File: src/rtl/pic_inta_sequencer.sv
// Interrupt-acknowledge sequencer for an 8259A-style PIC: raises INT, tracks the
// CPU's INTA pulses, drives CALL/vector bytes and issues set/clear/AEOI pulses.
module pic_inta_sequencer #(
  parameter int         SYNC_STAGES = 2,
  parameter logic [2:0] SPUR_LEVEL  = 3'd7
) (
  input  logic       clk,
  input  logic       reset,
  input  logic       inta_n,
  input  logic       req_valid,
  input  logic [2:0] req_level,
  input  logic       upm,
  input  logic       aeoi,
  input  logic       adi,
  input  logic [4:0] t_base,
  input  logic [2:0] addr_lo,
  input  logic [7:0] addr_hi,
  output logic       int_o,
  output logic [7:0] data_out,
  output logic       data_oe,
  output logic       isr_set,
  output logic       irr_clr,
  output logic       eoi_pulse,
  output logic [2:0] isr_level,
  output logic       busy
);

  localparam logic [2:0] S_IDLE = 3'd0;
  localparam logic [2:0] S_REQ  = 3'd1;
  localparam logic [2:0] S_P1   = 3'd2;
  localparam logic [2:0] S_G1   = 3'd3;
  localparam logic [2:0] S_P2   = 3'd4;
  localparam logic [2:0] S_G2   = 3'd5;
  localparam logic [2:0] S_P3   = 3'd6;

  logic [SYNC_STAGES-1:0] sync_q, sync_d;
  logic       inta_prev_q;
  logic       inta_s, fall, rise;

  logic [2:0] state_q, state_d;
  logic       int_q, int_d;
  logic [7:0] data_q, data_d;
  logic       oe_q, oe_d;
  logic       set_q, set_d;
  logic       clr_q, clr_d;
  logic       eoi_q, eoi_d;
  logic [2:0] lvl_q, lvl_d;
  logic       spur_q, spur_d;
  logic       upm_q, upm_d;
  logic       aeoi_q, aeoi_d;
  logic       adi_q, adi_d;
  logic [4:0] t_base_q, t_base_d;
  logic [2:0] addr_lo_q, addr_lo_d;
  logic [7:0] addr_hi_q, addr_hi_d;

  assign inta_s = sync_q[SYNC_STAGES-1];
  assign fall   = inta_prev_q & ~inta_s;
  assign rise   = ~inta_prev_q & inta_s;

  always_comb begin
    sync_d    = {sync_q[SYNC_STAGES-2:0], inta_n};
    state_d   = state_q;
    int_d     = int_q;
    data_d    = data_q;
    oe_d      = oe_q;
    set_d     = 1'b0;
    clr_d     = 1'b0;
    eoi_d     = 1'b0;
    lvl_d     = lvl_q;
    spur_d    = spur_q;
    upm_d     = upm_q;
    aeoi_d    = aeoi_q;
    adi_d     = adi_q;
    t_base_d  = t_base_q;
    addr_lo_d = addr_lo_q;
    addr_hi_d = addr_hi_q;
    case (state_q)
      S_IDLE: if (req_valid) begin
        state_d = S_REQ;
        int_d   = 1'b1;
      end
      S_REQ: if (fall) begin
        // Config is frozen here so later register writes cannot corrupt the bytes.
        upm_d     = upm;
        aeoi_d    = aeoi;
        adi_d     = adi;
        t_base_d  = t_base;
        addr_lo_d = addr_lo;
        addr_hi_d = addr_hi;
        int_d     = 1'b0;
        state_d   = S_P1;
        if (req_valid) begin
          lvl_d  = req_level;
          set_d  = 1'b1;
          clr_d  = 1'b1;
          spur_d = 1'b0;
        end else begin
          lvl_d  = SPUR_LEVEL;
          spur_d = 1'b1;
        end
        if (!upm) begin
          data_d = 8'hCD;
          oe_d   = 1'b1;
        end
      end
      S_P1: if (rise) begin
        oe_d    = 1'b0;
        state_d = S_G1;
      end
      S_G1: if (fall) begin
        state_d = S_P2;
        oe_d    = 1'b1;
        if (upm_q)      data_d = {t_base_q, lvl_q};
        else if (adi_q) data_d = {addr_lo_q, lvl_q, 2'b00};
        else            data_d = {addr_lo_q[2:1], lvl_q, 3'b000};
      end
      S_P2: if (rise) begin
        oe_d = 1'b0;
        if (upm_q) begin
          state_d = S_IDLE;
          eoi_d   = aeoi_q & ~spur_q;
        end else begin
          state_d = S_G2;
        end
      end
      S_G2: if (fall) begin
        state_d = S_P3;
        data_d  = addr_hi_q;
        oe_d    = 1'b1;
      end
      S_P3: if (rise) begin
        state_d = S_IDLE;
        oe_d    = 1'b0;
        eoi_d   = aeoi_q & ~spur_q;
      end
      default: begin
        state_d = S_IDLE;
        int_d   = 1'b0;
        oe_d    = 1'b0;
      end
    endcase
  end

  always_ff @(posedge clk or posedge reset) begin
    if (reset) begin
      sync_q      <= '1;
      inta_prev_q <= 1'b1;
      state_q     <= S_IDLE;
      int_q       <= 1'b0;
      data_q      <= 8'h00;
      oe_q        <= 1'b0;
      set_q       <= 1'b0;
      clr_q       <= 1'b0;
      eoi_q       <= 1'b0;
      lvl_q       <= 3'd0;
      spur_q      <= 1'b0;
      upm_q       <= 1'b0;
      aeoi_q      <= 1'b0;
      adi_q       <= 1'b0;
      t_base_q    <= 5'd0;
      addr_lo_q   <= 3'd0;
      addr_hi_q   <= 8'h00;
    end else begin
      sync_q      <= sync_d;
      inta_prev_q <= inta_s;
      state_q     <= state_d;
      int_q       <= int_d;
      data_q      <= data_d;
      oe_q        <= oe_d;
      set_q       <= set_d;
      clr_q       <= clr_d;
      eoi_q       <= eoi_d;
      lvl_q       <= lvl_d;
      spur_q      <= spur_d;
      upm_q       <= upm_d;
      aeoi_q      <= aeoi_d;
      adi_q       <= adi_d;
      t_base_q    <= t_base_d;
      addr_lo_q   <= addr_lo_d;
      addr_hi_q   <= addr_hi_d;
    end
  end

  assign int_o     = int_q;
  assign data_out  = data_q;
  assign data_oe   = oe_q;
  assign isr_set   = set_q;
  assign irr_clr   = clr_q;
  assign eoi_pulse = eoi_q;
  assign isr_level = lvl_q;
  assign busy      = (state_q != S_IDLE);

endmodule

File: config.mk
export PLATFORM = sky130hd
export DESIGN_NAME = pic_inta_sequencer
export DESIGN_NICKNAME = d
export VERILOG_FILES = /design/src/rtl/pic_inta_sequencer.sv
export SDC_FILE = /design/constraint.sdc
export NUM_CORES = 1
export LEC_CHECK = 0
export BUFFER_PORTS_ARGS = -buffer_cell sky130_fd_sc_hd__buf_2
export CAP_MARGIN = 30
export CORE_MARGIN = 2
export CORE_UTILIZATION = 45
export CTS_CLUSTER_DIAMETER = 60
export DETAILED_ROUTE_END_ITERATION = 8
export PLACE_DENSITY = 0.66
export REMOVE_ABC_BUFFERS = 1
export SYNTH_ARGS = -nofsm -noshare
export SYNTH_HDL_FRONTEND = slang
export SYNTH_SLANG_ARGS = --single-unit
File: constraint.sdc
create_clock -name clk -period 4.5 [get_ports clk]
set_input_delay 0.9 -clock clk [delete_from_list [all_inputs] [get_ports clk]]
set_output_delay 0.9 -clock clk [all_outputs]
set_load 0.01 [all_outputs]
==> impl_results.md, run 1 <==
* Outcome: finished clean
* WL/cell at 14.5 um
* Hold Crit Start: sync_q[0]
* Element type at the critical path end: output port
* Post-synthesis sequential element count at 41
* Port bufs at 42
* Unrepaired setup endpoints after global routing: no
* Top Ports at 43
* Largest net degree at the start of global routing at 42
* Detail-routed via count per cell at 5.27
* Area of the mapped netlist at 0.00191 sq mm
* Core region area at 0.00403 sq mm
* Hold Path Class: flop to flop
* Static Leak at 1.05 nW
* Design Area, Final at 0.00223 sq mm
* Synthesized area per cell at 11.1 sq um
* CTS sink count at 41
* Net Sw Frac at 0.351
* Pwr Density at 682 mW/mm^2
* Post CTS Setup Buffer Count at 0
* Final min period at 2.37 ns
* Final period utilization at 0.528
* Worst-margin pin slew at 0.837 ns
* WP data arrival at 1.47 ns
* Part of the power in combinational logic at 0.349
* Reg clk slew, reported paths at 0.08 ns
* Share of post-route cells with drive strength above 1 at 0.363
* Num CTS Buffers at 5
* Mapped Cells at 171
* Die Area at 0.00477 sq mm
* Fmax at 421 MHz
* Starting Density at 0.473
* ANT cells at 0
* Final hold vios at 0
* Post-synth EDFFs at 0
* Vert. Die Dim at 69.1 um
* CTS tree: yes
* Final Skew at 0.00551 ns
* GP Congestion at 0.781
* DP HPWL at 2690 um
* Worst-Skew Late Latency at 0.29 ns
* CTS Buffer Depth at 2
* Gr ovfl total at 0
* First-pass GRT wire length at 6470 um
* Setup violators final at 0
* Flop pwr share at 0.462
* Peak VDD IR at 0.412 mV
* Via Count at 1380
* Synth cell types at 35
* Die width at 69.1 um
* Sequential-to-total area share from yosys stat at 0.540
* Pins Over Slew Limit at 0
* Initial DRC Count at 63
* Worst-path fanout max at 15
* Initial antenna violation count at 0
* H-tree depth at 2
* Setup total negative slack at 0 ns
* Most frequently used flop master after synthesis: dfrtp_1
* ANT nets after route at 0
* Worst EP required at 3.60 ns
* P_int at 0.988 mW
* CP Class: flop to output port
* Fin util at 0.554
* Clock share of power at 0.189
* Slew margin rel. at 0.441
* Crit path launch type: flop
* Sw power at 0.534 mW
* WL final at 3800 um
* Layout area overhead at 17.1%
* Number of max-cap violations at 0
* Drt pass-1 iters at 4
* Critical Path Source: state_q[2]
* DRC at 0
* Synthesis Warnings at 0
* Hold_buf cts at 0
* Placed cell area at 0.00212 sq mm
* Hold Slack at 0.359 ns
* Reg-to-reg startpoint: state_q[2]
* Fraction of registers with async set/reset at 1.00
* # nets final at 237
* # resized after CTS at 0
* Rows at 23
* Vias in the first global route at 1365
* GR Util All Layers at 0.169
* Clock root cell: clkbuf_8
-- worst max-delay path, stage by stage, from the launching register on --
cell	delay, ns
dfrtp_1	0.55
nor2_1	0.36
nand2_1	0.12
buf_2	0.15
-- layout make-up --
class	count	area (sq um)
Tap cell	50	62.6
Inverter	10	37.5
Sequential cell	41	1030
Clock buffer	6	72.6
Fill cell	379	1800
Clock inverter	2	35.0
Multi-Input combinational cell	109	769
Timing Repair Buffer	44	225
-- through the flow --
step / total power, mW / std cells / setup WS (ns)
floorplan: 1.06 / 160 / 2.56
global placement: 1.22 / 254 / 2.48
detailed placement: 1.25 / 254 / 2.43
CTS: 1.54 / 262 / 2.13
global route: 1.64 / 262 / 2.00
finish: 1.52 / 262 / 2.13
-- cells by family (layout without fill, tap and decap cells) --
| family | count (synthesis) | count (layout) | synth area share |
|---|---|---|---|
| compound gates | 42 | 42 | 0.136 |
| mux | 23 | 23 | 0.156 |
| buf+inv | 21 | 62 | 0.0558 |
| flops | 41 | 41 | 0.540 |
| simple gates | 44 | 44 | 0.112 |
-- Yosys cell counts, drive strengths merged (2+ instances only) --
library cell  instances  share of area
dfrtp                38           0.50
nand3b                3          0.014
nor2b                 3         0.0099
a31oi                 3         0.0099
mux2i                 2          0.011
nand2b                3         0.0099
inv                  10          0.020
mux2                 21           0.15
o21ai                14          0.037
a21oi                12          0.032
nand2                12          0.024
dfstp                 3          0.041
buf                   6          0.026
nor2                 16          0.032
nor4                  2         0.0066
a211oi                6          0.026
clkbuf                5         0.0099
-- final timing paths --
path,end,slack (ns),cells past startpoint
min reg2reg,sync_q[1],0.36,0
max reg2reg,data_out[1],2.57,4
max,busy,2.13,3
max in group asynchronous,sync_q[0],3.41,3
min in group asynchronous,eoi_pulse,0.72,3
min,sync_q[1],0.36,0
-- power groups by stage --
stage	Clock [mW]	Sequential, mW	Combinational [mW]
2_1_floorplan	0	0.683	0.376
3_3_place_gp	0	0.701	0.521
3_5_place_dp	0	0.708	0.538
4_1_cts	0.295	0.703	0.540
5_1_grt	0.314	0.732	0.598
6_report	0.287	0.704	0.531
-- state kept, by name, summed over array words and instances (netlist names), 2 cells and up --
name       flops
addr_hi_q      8
data_out       8
t_base_q       5
addr_lo_q      3
isr_level      3
state_q        3
sync_q         2
-- layer usage --
metal  GRT usage  part of all wire
met5           0                 0
met4      0.0806             0.016
met3      0.0570             0.058
met2       0.257              0.47
met1       0.217              0.46
-- layout by cell type (no fill, tap or decap) --
cell type and instances:
o22ai_1 1, a31oi_1 3, or3_1 1, a2bb2oi_1 1, o32a_1 1, buf_2 42, clkbuf_8 5, nand3_1 1
nand3b_2 1, nand3b_1 2, o21ai_0 14, o21a_1 1, mux2i_1 2, nand2b_1 3, nor4_1 2, and2_1 1
dfrtp_1 38, a211oi_2 1, nand2_1 12, clkbuf_1 1, a21oi_1 12, dfstp_2 3, buf_4 2, nor2b_1 3
o2bb2ai_1 1, mux2_4 11, bufinv_16 1, o2111ai_1 1, inv_1 10, clkinv_2 1, nor3_1 1, a211oi_1 5
and3b_1 1, mux2_2 10, nor2_1 16, o311a_1 1
Note: power is estimated with default switching activity, not from simulation.
==> run 2: changes to the inputs <==
PLACE_DENSITY = 0.69   (was 0.66)
clock period = 1.94 ns   (was 4.5 ns; I/O delays follow)
==> impl_results.md, run 2 (synthesis results as in run 1) <==
* Outcome: finished clean
* Hold-critical path depth at 1
* WP data arrival at 1.38 ns
* Cell count after placement at 260
* Num CTS Buffers at 5
* P_int at 2.30 mW
* Port bufs at 42
* First-pass GRT wire length at 6350 um
* Detail-routed via count per cell at 5.06
* Final Skew at 0.00496 ns
* Setup total negative slack at 0 ns
* GR Util All Layers at 0.167
* Part of the power in combinational logic at 0.392
* Reg clk slew, reported paths at 0.07 ns
* Total Power at 3.53 mW
* Starting Density at 0.473
* DP HPWL at 2570 um
* H-tree depth at 2
* Fin util at 0.564
* Final min period at 1.77 ns
* Drt pass-1 iters at 4
* Flop pwr share at 0.437
* Share of post-route cells with drive strength above 1 at 0.385
* Hold Slack at 0.186 ns
* Slew margin rel. at 0.653
* Slowest cell on crit path: dfrtp_1
* Layout area overhead at 19.2%
* Static Leak at 1.08 nW
* Non-Filler Instances at 268
* Via Count at 1356
* Setup violators final at 0
* Final hold vios at 0
* CP most frequent cell: buf_4
* GP Congestion at 0.778
* CP Class: flop to output port
* Largest net degree at the start of global routing at 42
* Pins Over Slew Limit at 0
* Slowest stage delay, CP at 0.43 ns
* Sw power at 1.23 mW
* Initial antenna violation count at 0
* Net Sw Frac at 0.348
* Worst-path fanout max at 10
* CTS sink count at 41
* Die Area at 0.00477 sq mm
* Crit path launch type: flop
* R2r worst-path depth at 4
* CTS Buffer Depth at 2
* Placement Setup Slack at 0.244 ns
* Worst path cell trace: buf_4 > nor2_1 > buf_4 > nand2_1 > buf_2
* Setup slack after layout at 0.175 ns
* Pwr Density at 1550 mW/mm^2
* Design Area, Final at 0.00227 sq mm
* Gr ovfl total at 0
* Fmax at 566 MHz
* Leading cell type in the layout, fill and taps excluded: buf_2
* Rows at 23
* Initial DRC Count at 39
* Vert. Die Dim at 69.1 um
* Vias in the first global route at 1352
* WL final at 3600 um
* Worst-margin pin slew at 0.521 ns
* Unrepaired setup endpoints after global routing: no
* Most frequent cells in the layout: 42 x buf_2, 38 x dfrtp_1, 16 x nor2_1, 14 x o21ai_0
* Worst-Skew Late Latency at 0.29 ns
* Peak VDD IR at 0.633 mV
* Placed cell area at 0.00217 sq mm
* Element type at the critical path end: output port
* Number of max-cap violations at 0
* Final period utilization at 0.910
* Worst EP required at 1.55 ns
* # resized after CTS at 0
* CTS tree: yes
* DRC at 0
* Die width at 69.1 um
* Hold_buf cts at 0
* Post CTS Setup Buffer Count at 0
* ANT nets after route at 0
* Clock root cell: clkbuf_8
* Clock share of power at 0.171
* WL/cell at 13.4 um
* ANT cells at 0
* R2r setup slk at 0.23 ns
* Core region area at 0.00403 sq mm
* Top Ports at 43
* Hold Path Class: input pin to flop
* # nets final at 243
==> run 2: cell types whose count changed in the layout (fill, tap and decap cells not counted), sizes merged <==
cell    change
buf         +6
bufinv      -1
clkbuf      +1
==> run 2: per-layer routing <==
| layer | up-vias | wire (um) | track usage | share of wire |
|---|---|---|---|---|
| met3 | 6 | 146 | 0.0439 | 0.041 |
| met4 | 0 | 54 | 0.0654 | 0.015 |
| met5 | - | 0 | 0 | 0 |
| li1 | 683 | - | - | - |
| met1 | 641 | 1700 | 0.219 | 0.47 |
| met2 | 26 | 1700 | 0.264 | 0.47 |
==> run 2: critical path, delay by kind of cell, from the launching register on <==
kind / cells / cell delay (ns)
buffers and inverters: 3 / 0.48
DFF: 1 / 0.43
and+or+nand+nor: 2 / 0.18
==> run 2: area by class of cell <==
cell class / count / area [sq um]
multi-input cells: 109 / 769
well taps: 50 / 62.6
repair buffers: 50 / 270
flip-flops and latches: 41 / 1030
clock buffers: 7 / 96.3
clock inverters: 1 / 5.00
fillers: 377 / 1760
inverters: 10 / 37.5
==> run 2: final timing paths <==
kind / from / endpoint
max: state_q[2] / busy
min: inta_n / sync_q[0]
max reg2reg: inta_prev_q / addr_lo_q[1]
min reg2reg: sync_q[0] / sync_q[1]
max in group asynchronous: reset / sync_q[0]
min in group asynchronous: reset / eoi_pulse
==> run 2: power by group through the flow <==
stage               sequential, mW  combinational, mW  clock, mW
floorplan                     1.58              0.872          0
global placement              1.55               1.37          0
detailed placement            1.55               1.40          0
CTS                           1.54               1.40      0.623
global route                  1.60               1.55      0.664
finish                        1.54               1.38      0.602
==> run 3: changes to the inputs <==
CORE_UTILIZATION = 48   (was 45)
PLACE_DENSITY = 0.73   (was 0.69)
==> impl_results.md, run 3 (synthesis results as in run 1) <==
* Final Skew at 0.00671 ns
* Final period utilization at 0.904
* Crit path launch type: flop
* Final min period at 1.75 ns
* Clock root cell: clkbuf_8
* Setup violators final at 0
* Gr ovfl total at 0
* Most frequent cells in the layout: 42 x buf_2, 38 x dfrtp_1, 16 x nor2_1, 14 x o21ai_0
* Fill cell total of the finished layout at 329
* Detail-routed via count per cell at 5.13
* Pins Over Slew Limit at 0
* Share of post-route cells with drive strength above 1 at 0.385
* Non-Filler Instances at 266
* Reg clk slew, reported paths at 0.07 ns
* Starting Density at 0.509
* Drt pass-1 iters at 4
* Setup slack after layout at 0.186 ns
* Post CTS Setup Buffer Count at 0
* Hold_buf cts at 0
* Layout area overhead at 19.0%
* GR Util All Layers at 0.188
* ANT nets after route at 0
* Die Area at 0.00449 sq mm
* WL final at 3660 um
* Largest net degree at the start of global routing at 42
* Unrepaired setup endpoints after global routing: no
* Vert. Die Dim at 67.0 um
* First-pass GRT wire length at 6220 um
* DP HPWL at 2580 um
* Design Area, Final at 0.00227 sq mm
* Slew margin rel. at 0.672
* Initial antenna violation count at 0
* Placement Setup Slack at 0.203 ns
* GP Congestion at 0.759
* Placed cell area at 0.00217 sq mm
* CTS tree: yes
* Via Count at 1364
* Static Leak at 1.08 nW
* Multi-input logic area at 769 sq um
* # resized after CTS at 0
* WL/cell at 13.8 um
* DRC at 0
* Die width at 67.0 um
* Number of max-cap violations at 0
* CTS Buffer Depth at 2
* CP Class: flop to output port
* Worst-Skew Late Latency at 0.30 ns
* Fmax at 570 MHz
* Core region area at 0.00374 sq mm
* Worst-margin pin slew at 0.492 ns
* Vias in the first global route at 1367
* Peak VDD IR at 0.670 mV
* Fin util at 0.606
* Top Ports at 43
* Port bufs at 42
* H-tree depth at 2
* Final hold vios at 0
* Worst-path fanout max at 10
* Pwr Density at 1560 mW/mm^2
* Num CTS Buffers at 5
* Cell count after placement at 258
* WP data arrival at 1.37 ns
* CTS sink count at 41
* Leading cell type in the layout, fill and taps excluded: buf_2
* Outcome: finished clean
* Rows at 22
* Hold Path Class: input pin to flop
* Element type at the critical path end: output port
* # nets final at 243
* Initial DRC Count at 129
* Sequential cell area at 0.00103 sq mm
* ANT cells at 0
* Worst EP required at 1.55 ns
## run 3: cell counts in the layout (fill, tap and decap cells not counted)
Identical to the previous run, type by type.
## run 3: worst max-delay path, stage by stage (launching register included)
cell,delay [ns]
dfrtp_1,0.43
buf_4,0.19
nor2_1,0.10
buf_4,0.14
nand2_1,0.07
buf_2,0.14
## run 3: layout make-up
cell class,instances,area share
Clock buffer,7,0.0425
Clock inverter,1,0.00221
Inverter,10,0.0165
Multi-Input combinational cell,109,0.339
Sequential cell,41,0.454
Tap cell,48,0.0265
Timing Repair Buffer,50,0.119
## run 3: routing by layer
layer / wire (um) / vias up / share of wire / GRT usage
li1: - / 684 / - / -
met1: 1680 / 638 / 0.46 / 0.255
met2: 1710 / 35 / 0.47 / 0.267
met3: 223 / 7 / 0.061 / 0.0490
met4: 45 / 0 / 0.012 / 0.110
met5: 0 / - / 0 / 0
## run 3: path summary, 6_finish.rpt
kind	to	depth (start not counted)	slack, ns	from
max in group asynchronous	inta_prev_q	3	1.38	reset
min reg2reg	sync_q[1]	0	0.36	sync_q[0]
min	sync_q[0]	1	0.19	inta_n
min in group asynchronous	irr_clr	3	0.20	reset
max reg2reg	addr_hi_q[6]	4	0.19	inta_prev_q
max	busy	5	0.19	state_q[2]
## run 3: power by group
group / switching, mW / leakage, nW / total, mW / internal (mW)
logic: 0.652 / 0.557 / 1.39 / 0.742
clock network: 0.288 / 0.0542 / 0.609 / 0.321
registers: 0.305 / 0.472 / 1.54 / 1.24
## run 3: per-stage QoR
| stage | power, mW | hold slack, ns | setup TNS [ns] |
|---|---|---|---|
| floorplan | 2.46 | 0.345 | -0.0648 |
| global placement | 2.90 | 0.347 | 0 |
| detailed placement | 2.95 | 0.349 | 0 |
| CTS | 3.57 | 0.180 | 0 |
| global route | 3.82 | 0.175 | 0 |
| finish | 3.54 | 0.186 | 0 |
